**src/rtl/datapath_sequencer.sv**
```systemverilog
// Expands one macro-instruction per valid/ready handshake into a sequence of
// datapath control words {DA,SA,SB,FS,regW,ramW,selALU,selK} plus constant K.
module datapath_sequencer #(
    parameter logic [4:0] FS_ADD  = 5'b01000,
    parameter logic [4:0] FS_SUB  = 5'b01001,
    parameter logic [4:0] SCRATCH = 5'd31
) (
    input  logic        clock,
    input  logic        reset,
    input  logic        instr_valid,
    output logic        instr_ready,
    input  logic [2:0]  opcode,
    input  logic [4:0]  rd,
    input  logic [4:0]  rn,
    input  logic [4:0]  rm,
    input  logic [63:0] imm,
    output logic [23:0] controlWord,
    output logic [63:0] K,
    input  logic [3:0]  status,
    output logic [3:0]  flags,
    output logic        busy,
    output logic        done
);

    localparam logic [2:0] OP_ADD  = 3'd0;
    localparam logic [2:0] OP_ADDI = 3'd1;
    localparam logic [2:0] OP_SUB  = 3'd2;
    localparam logic [2:0] OP_LDR  = 3'd3;
    localparam logic [2:0] OP_STR  = 3'd4;
    localparam logic [2:0] OP_SWAP = 3'd5;
    localparam logic [2:0] OP_MULI = 3'd6;

    typedef enum logic {IDLE, RUN} state_t;

    state_t      state_q, state_d;
    logic [2:0]  op_q, op_d;
    logic [4:0]  rd_q, rd_d, rn_q, rn_d, rm_q, rm_d;
    logic [4:0]  cnt_q, cnt_d;
    logic [23:0] cw_q, cw_d;
    logic [63:0] k_q, k_d;
    logic [3:0]  flags_q, flags_d;
    logic        busy_q, busy_d, done_q, done_d;
    logic [1:0]  ph;

    // ph selects the word within a sequence: 0 first, 1 second/MULI add, 2 SWAP third.
    function automatic logic [87:0] build_word(input logic [2:0] op, input logic [4:0] d,
                                               input logic [4:0] n, input logic [4:0] m,
                                               input logic [63:0] im, input logic [1:0] p);
        logic [23:0] cw;
        logic [63:0] k;
        cw = '0;
        k  = '0;
        case (op)
            OP_ADD:  cw = {d, n, m, FS_ADD, 4'b1010};
            OP_ADDI: begin cw = {d, n, 5'd0, FS_ADD, 4'b1011}; k = im; end
            OP_SUB:  cw = {d, n, m, FS_SUB, 4'b1010};
            OP_LDR:  begin cw = {d, n, 5'd0, FS_ADD, 4'b1001}; k = im; end
            OP_STR:  begin cw = {5'd0, n, m, FS_ADD, 4'b0111}; k = im; end
            OP_SWAP: begin
                case (p)
                    2'd0:    cw = {SCRATCH, n, 5'd0, FS_ADD, 4'b1011};
                    2'd1:    cw = {n, m, 5'd0, FS_ADD, 4'b1011};
                    default: cw = {m, SCRATCH, 5'd0, FS_ADD, 4'b1011};
                endcase
            end
            // First MULI word clears rd via rd-rd; the rest accumulate rn.
            OP_MULI: cw = (p == 2'd0) ? {d, d, d, FS_SUB, 4'b1010} : {d, d, n, FS_ADD, 4'b1010};
            default: cw = '0;
        endcase
        return {cw, k};
    endfunction

    assign ph = (op_q == OP_SWAP && cnt_q == 5'd1) ? 2'd2 : 2'd1;

    always_comb begin
        state_d = state_q;
        op_d    = op_q;
        rd_d    = rd_q;
        rn_d    = rn_q;
        rm_d    = rm_q;
        cnt_d   = cnt_q;
        cw_d    = '0;
        k_d     = '0;
        flags_d = flags_q;
        busy_d  = 1'b0;
        done_d  = 1'b0;
        case (state_q)
            IDLE: begin
                if (instr_valid) begin
                    op_d    = opcode;
                    rd_d    = rd;
                    rn_d    = rn;
                    rm_d    = rm;
                    cnt_d   = (opcode == OP_SWAP) ? 5'd2 :
                              (opcode == OP_MULI) ? imm[4:0] : 5'd0;
                    {cw_d, k_d} = build_word(opcode, rd, rn, rm, imm, 2'd0);
                    busy_d  = 1'b1;
                    state_d = RUN;
                end
            end
            RUN: begin
                if (op_q == OP_SUB) flags_d = status;
                if (cnt_q == 5'd0) begin
                    state_d = IDLE;
                    done_d  = 1'b1;
                end else begin
                    {cw_d, k_d} = build_word(op_q, rd_q, rn_q, rm_q, 64'd0, ph);
                    cnt_d  = cnt_q - 5'd1;
                    busy_d = 1'b1;
                end
            end
            default: state_d = IDLE;
        endcase
    end

    always_ff @(posedge clock or negedge reset) begin
        if (!reset) begin
            state_q <= IDLE;
            op_q    <= '0;
            rd_q    <= '0;
            rn_q    <= '0;
            rm_q    <= '0;
            cnt_q   <= '0;
            cw_q    <= '0;
            k_q     <= '0;
            flags_q <= '0;
            busy_q  <= 1'b0;
            done_q  <= 1'b0;
        end else begin
            state_q <= state_d;
            op_q    <= op_d;
            rd_q    <= rd_d;
            rn_q    <= rn_d;
            rm_q    <= rm_d;
            cnt_q   <= cnt_d;
            cw_q    <= cw_d;
            k_q     <= k_d;
            flags_q <= flags_d;
            busy_q  <= busy_d;
            done_q  <= done_d;
        end
    end

    assign instr_ready = (state_q == IDLE);
    assign controlWord = cw_q;
    assign K           = k_q;
    assign flags       = flags_q;
    assign busy        = busy_q;
    assign done        = done_q;

endmodule

```
**config.mk**
```make
export PLATFORM = sky130hd
export DESIGN_NAME = datapath_sequencer
export DESIGN_NICKNAME = d
export VERILOG_FILES = /design/src/rtl/datapath_sequencer.sv
export SDC_FILE = /design/constraint.sdc
export NUM_CORES = 1
export LEC_CHECK = 0
export ABC_AREA = 0
export BUFFER_PORTS_ARGS = -buffer_cell sky130_fd_sc_hd__clkbuf_2
export CORE_MARGIN = 5
export CORE_UTILIZATION = 44
export DETAILED_ROUTE_END_ITERATION = 16
export GPL_TIMING_DRIVEN = 0
export PLACE_DENSITY = 0.76
export SLEW_MARGIN = 25
export SYNTH_ARGS = -nofsm -noshare
export SYNTH_HDL_FRONTEND = slang
export SYNTH_SLANG_ARGS = --single-unit
```
**constraint.sdc**
```tcl
create_clock -name clock -period 1.95 [get_ports clock]
set_clock_uncertainty 0.1 [all_clocks]
set_input_delay 0.195 -clock clock [delete_from_list [all_inputs] [get_ports clock]]
set_output_delay 0.195 -clock clock [all_outputs]
set_load 0.03 [all_outputs]
```
==> results.json, run 1 <==
{
  "antenna_found_initial": 0,
  "async_reset_ff_share_pct": 100,
  "crit_buf_inv": 2,
  "overflow": 0,
  "final_util_pct": 71.3,
  "htreeDepth": 4,
  "cp.required_ns": 2.24,
  "fp.dieW_um": 113,
  "met1_usage_pct": 27.2,
  "globalRouteMet2Util_pct": 39.4,
  "start_kind": "flop",
  "dr.pass1.iters": 6,
  "synth_seq_cells": 114,
  "dieArea_um2": 12700,
  "drive_gt1_share_pct": 40.4,
  "layout_setup_ws_ns": -0.0623,
  "muxShareOfSynthArea_pct": 8.56,
  "routed_wl_um": 15300,
  "grt_pass1_vias": 4526,
  "avgRoutedWirePerCell_um": 18.5,
  "status": "finished with violations",
  "drc": 0,
  "portBuffers": 178,
  "maxSlewHeadroom_pct": 62.7,
  "clkTransAtPathRegs_ns": 0.06,
  "grt_busiest_layer": "met2",
  "crit_family": "simple AND/OR/NAND/NOR gates",
  "vdd.ir_drop.worst_uv": 753,
  "synth-edff-count": 0,
  "syn2layout_area_growth_pct": 58.2,
  "synth_xor_area_share_pct": 0,
  "cap_violations": 0,
  "avgSynthCellArea_um2": 12.1,
  "yosysWarningCount": 0,
  "hold_viol": 0,
  "worst_skew_pair.late_latency_ns": 0.52,
  "worstSetupStartpoint": "cnt_q[1]",
  "final_area_um2": 7330,
  "synth_fa_ha_area_share_pct": 0.810,
  "power.density_nw_per_um2": 1310,
  "total_power_mw": 9.60,
  "grt_use_total_pct": 23.7,
  "power_switching_mw": 3.65,
  "synthFlopType": "dfrtp_1",
  "die_h_um": 113,
  "syn_inst": 383,
  "crit_type": "flop to flop",
  "drt-initial-drc-count": 336,
  "sw_frac_of_total_pct": 38.0,
  "post_drt_via_cell_ratio": 5.24,
  "ios": 184,
  "gp_congestion": 0.919,
  "period_minus_slack_ns": 2.01,
  "rsz0062_at_grt": "yes",
  "clock_path_buffers": 2,
  "combPwrFrac_pct": 36.9,
  "worstMarginPinSlew_ns": 0.559,
  "r2r_slack_ns": -0.06,
  "yosysMostFrequentCell": "dfrtp_1",
  "setup-tns-final_ns": -0.263,
  "finalCritPeriodShare_pct": 103,
  "cts_tree": "built",
  "crit_slowest_cell": "or4b_4",
  "layoutNonFillerInstCount": 827,
  "core_area_um2": 10300,
  "via_count": 4336,
  "place_hpwl_um": 9050,
  "crit_arrival_ns": 2.30,
  "yosysSeqAreaShare_pct": 61.6,
  "setup_viol": 7,
  "max_freq_mhz": 497,
  "endpoint_kind": "flop",
  "clock-sinks": 114,
  "violations": "negative setup slack",
  "synth.top_cell.area_share_pct": 61.6,
  "worstPathCellList": "inv_2 > ha_4 > or4b_4 > buf_8 > mux2i_1 > nor2_1 > a211o_1",
  "hp-class": "input pin to asynchronous set/reset pin",
  "synthTopCellsByArea": "dfrtp_1 62%, and2_1 8.8%, mux2_2 5.1%, mux2i_1 3.5%, a21oi_1 1.9%",
  "p_int_mw": 5.95,
  "crit_fanout": 5,
  "antenna_left": 0,
  "seqPwrFrac_pct": 34.7,
  "pwr-share-clk_pct": 28.4,
  "synth.distinct_cells": 47,
  "synth_top_family_by_area": "simple AND/OR/NAND/NOR gates",
  "diodes": 0,
  "slowest_delay_ns": 0.50,
  "grt_pass1_wl_um": 23300,
  "synth_compound_area_share_pct": 8.86,
  "synthTopCellsByCount": "114 x dfrtp_1, 65 x and2_1, 21 x mux2_2, 18 x a21oi_1, 16 x mux2i_1",
  "yosys.area_share.simple_pct": 16.9,
  "initial_core_util_pct": 45.1,
  "r2r-start": "cnt_q[1]",
  "fin_nets": 770,
  "synth_largest_area_cell": "dfrtp_1",
  "grt_max_degree": 78,
  "clockRootBuffer": "clkbuf_8",
  "synth.cell_area_um2": 4630,
  "use_met3_pct": 8.57,
  "leakagePower_nw": 3.78,
  "dpl_cell_area_um2": 5740,
  "numCtsBuffers": 17,
  "final_max_slew_viol_count": 0,
  "dpl.cell_count": 700,
  "num_rows": 37
}
flip-flops by register name (all words and copies together), names as in the netlist:
signal	count
cnt_q	5
rn_q	5
op_q	3
rm_q	5
controlWord	21
K	64
flags	4
rd_q	5
done	1
busy	1
final cells by class:
type,count,area (um^2)
Multi-Input combinational cell,237,1730
Buffer,21,111
Fill cell,724,2950
Tap cell,136,170
Clock buffer,18,428
Clock inverter,14,108
Inverter,11,45.0
Timing Repair Buffer,276,1880
Sequential cell,114,2850
cell usage in the layout (no fill, tap or decap), types with 3 or more instances in the layout:
master,netlist,routed
a21boi_0,3,3
mux2_2,21,21
inv_6,0,3
nor3b_1,9,9
clkbuf_2,0,180
clkinvlp_4,0,6
a21oi_1,18,16
clkinv_4,0,3
nand2b_1,4,4
a211o_1,5,5
o22ai_1,13,12
dlygate4sd3_1,0,87
clkbuf_1,13,10
clkbuf_16,0,16
buf_4,3,12
dfrtp_1,114,113
nand3b_1,3,3
nand3_1,4,4
conb_1,1,3
clkbuf_8,0,3
nand2_1,12,11
o21ai_0,12,12
inv_1,9,6
nor2_1,15,12
clkinv_2,0,3
and2_1,65,65
mux2i_1,16,16
worst paths after layout:
path,to,depth (start not counted)
max,controlWord[21],7
max in group asynchronous,rd_q[3],3
max reg2reg,controlWord[21],7
min reg2reg,flags[0],1
min,K[9],2
min in group clock,controlWord[7],3
power groups by stage:
stage	logic (mW)	clock network (mW)	registers, mW
finish	3.54	2.73	3.33
global route	3.74	2.90	3.39
CTS	3.23	2.75	3.28
detailed placement	3.01	0	3.30
global placement	2.94	0	3.27
floorplan	1.51	0	3.81
cells by family after synthesis:
kind of cell / after synthesis
other cells: 1
simple gates: 131
buf+inv: 34
flops: 114
fa+ha+maj: 3
compound gates: 63
mux: 37
routing by layer:
metal / wire [um] / vias up
met5: 0 / -
met2: 7760 / 312
met1: 5340 / 2058
met3: 1620 / 60
li1: - / 1906
met4: 589 / 0
what timing repair did:
action	4_1_cts	5_1_grt
buffers inserted	2	7
hold buffers	87	0
hold endpoints to repair	214	0
endpoints found under the setup margin	74	92
gates cloned	1	0
gates resized for setup	8	29
pin swaps	1	16
per-stage QoR:
stage	worst slack (ns)	hold slack, ns
2_1_floorplan	0.0857	-0.201
6_report	-0.0623	0.0433
4_1_cts	0.00118	0.0431
3_5_place_dp	-0.117	0.0257
3_3_place_gp	-0.910	0.301
5_1_grt	-0.109	0.0623
Note: power is estimated with default switching activity, not from simulation.
==> inputs of run 2 (changes only) <==
--- a/config.mk
+++ b/config.mk
@@ -7,6 +7,7 @@
 export LEC_CHECK = 0
 export ABC_AREA = 0
 export BUFFER_PORTS_ARGS = -buffer_cell sky130_fd_sc_hd__clkbuf_2
+export CORE_ASPECT_RATIO = 0.9
 export CORE_MARGIN = 5
 export CORE_UTILIZATION = 44
 export DETAILED_ROUTE_END_ITERATION = 16
==> run 2 against run 1 <==
The flow still finishes with violations (negative setup slack). Routed wire length shrank 7.5%. Critical path depth stayed put. Global-route usage shrank 1.2 points. First-iteration DRC count is 1.2% higher. Combinational power shrank 3%. Utilization shrank 0.33 points. Flip-flop and latch count did not move. Die area about the same. Sequential power hardly changed. Count of clock-buffer cells in the layout is 2 higher. Non-clock buffer count shrank 5. Register-to-register slack barely moved. Critical path type unchanged.
==> results.json, run 2 (synthesis gave the netlist of run 1 again) <==
{
  "syn2layout_area_growth_pct": 57.7,
  "clockRootBuffer": "clkbuf_16",
  "routed_wl_um": 14200,
  "drive_gt1_share_pct": 39.8,
  "final_util_pct": 71.0,
  "endpoint_kind": "flop",
  "setup_viol": 6,
  "place_hpwl_um": 8960,
  "fp.dieW_um": 118,
  "drt-initial-drc-count": 340,
  "total_power_mw": 9.80,
  "numCtsBuffers": 17,
  "clock_path_buffers": 2,
  "crit_type": "flop to flop",
  "worstMarginPinSlew_ns": 0.687,
  "portBuffers": 178,
  "fill_cells": 690,
  "final_area_um2": 7300,
  "crit_arrival_ns": 2.18,
  "layout_common_cells": "179 x clkbuf_2, 114 x dfrtp_1, 84 x dlygate4sd3_1, 65 x and2_1, 21 x mux2_2",
  "num_rows": 35,
  "layout_setup_ws_ns": -0.0589,
  "max_freq_mhz": 498,
  "sw_frac_of_total_pct": 35.8,
  "clkTransAtPathRegs_ns": 0.05,
  "status": "finished with violations",
  "fin_nets": 765,
  "pwr-share-clk_pct": 31.4,
  "post_drt_via_cell_ratio": 5.02,
  "overflow": 0,
  "grt_max_degree": 79,
  "via_count": 4091,
  "initial_core_util_pct": 45.0,
  "vdd.ir_drop.worst_uv": 912,
  "cp.required_ns": 2.12,
  "start_kind": "flop",
  "cts_tree": "built",
  "finalCritPeriodShare_pct": 103,
  "grt_use_total_pct": 22.6,
  "dpl_cell_area_um2": 5730,
  "largest_reg_flops": 64,
  "cap_violations": 0,
  "power_switching_mw": 3.51,
  "combPwrFrac_pct": 35.0,
  "dpl.cell_count": 693,
  "ios": 184,
  "antenna_left": 0,
  "layoutNonFillerInstCount": 815,
  "final_max_slew_viol_count": 0,
  "setup-tns-final_ns": -0.176,
  "drc": 0,
  "grt_pass1_vias": 4380,
  "hold_viol": 0,
  "maxSlewHeadroom_pct": 54.2,
  "hp-class": "input pin to flop",
  "die_h_um": 107,
  "core_area_um2": 10300,
  "antenna_found_initial": 0,
  "power.density_nw_per_um2": 1340,
  "violations": "negative setup slack",
  "dr.pass1.iters": 5,
  "p_int_mw": 6.29,
  "avgRoutedWirePerCell_um": 17.4,
  "gp_congestion": 0.867,
  "diodes": 0,
  "worst_skew_pair.late_latency_ns": 0.40,
  "clock-sinks": 114,
  "rsz0062_at_grt": "yes",
  "layout.cells.most_common": "clkbuf_2",
  "htreeDepth": 4,
  "period_minus_slack_ns": 2.01,
  "grt_pass1_wl_um": 22400,
  "seqPwrFrac_pct": 33.7,
  "dieArea_um2": 12700,
  "leakagePower_nw": 3.80,
  "crit_fanout": 9
}
-- run 2: repair_timing --
| item | in CTS | in global routing |
|---|---|---|
| hold buffers | 84 | 0 |
| endpoints found under the hold margin | 197 | 0 |
| gates resized for setup | 7 | 19 |
| buffers inserted | 0 | 7 |
| pin swaps | 1 | 6 |
| setup endpoints to repair | 72 | 94 |
-- run 2: worst paths after layout --
path,start,to,slack [ns],cells after the start
worst max register to register,cnt_q[1],controlWord[21],-0.06,7
max in group asynchronous,reset,rd_q[2],0.91,3
worst min register to register,flags[0],flags[0],0.41,1
worst min-delay path,opcode[1],controlWord[4],0.06,2
min in group asynchronous,reset,K[31],0.16,2
worst max-delay path,cnt_q[1],controlWord[21],-0.06,7
-- run 2: metal layers --
| layer | part of all wire [%] | vias up | track usage (%) |
|---|---|---|---|
| met5 | 0 | - | 0 |
| met4 | 2.7 | 0 | 10.6 |
| met3 | 7.5 | 39 | 7.09 |
| met2 | 51 | 201 | 37.8 |
| met1 | 38 | 1957 | 26.5 |
| li1 | - | 1894 | - |
-- run 2: critical path, stage by stage (launching register included) --
cell     delay, ns
dfrtp_1       0.41
inv_2         0.10
ha_1          0.14
or4b_4        0.45
buf_6         0.17
mux2i_1       0.15
nor2_1        0.05
a211o_1       0.31
-- run 2: stage by stage --
step | hold slack (ns) | worst slack [ns]
global placement | 0.302 | -0.907
finish | 0.0625 | -0.0589
CTS | 0.0439 | -0.0155
floorplan | -0.201 | 0.0857
detailed placement | 0.0252 | -0.121
global route | 0.0652 | -0.0976
-- run 2: layout make-up --
cell class / instances / area [um^2] / area share [%]
sequential: 114 / 2850 / 39.1
timing repair buffer: 270 / 1820 / 24.9
multi-input combinational: 237 / 1710 / 23.5
clock buffer: 20 / 467 / 6.39
tap: 129 / 161 / 2.21
clock inverter: 12 / 133 / 1.82
buffer: 22 / 111 / 1.52
inverter: 11 / 45.0 / 0.617
-- run 2: power groups by stage --
stage          registers [mW]  logic, mW  clock network (mW)
2_1_floorplan            3.81       1.51                   0
3_3_place_gp             3.27       2.94                   0
3_5_place_dp             3.30       3.01                   0
4_1_cts                  3.27       3.17                3.12
5_1_grt                  3.36       3.66                3.24
6_report                 3.30       3.43                3.08
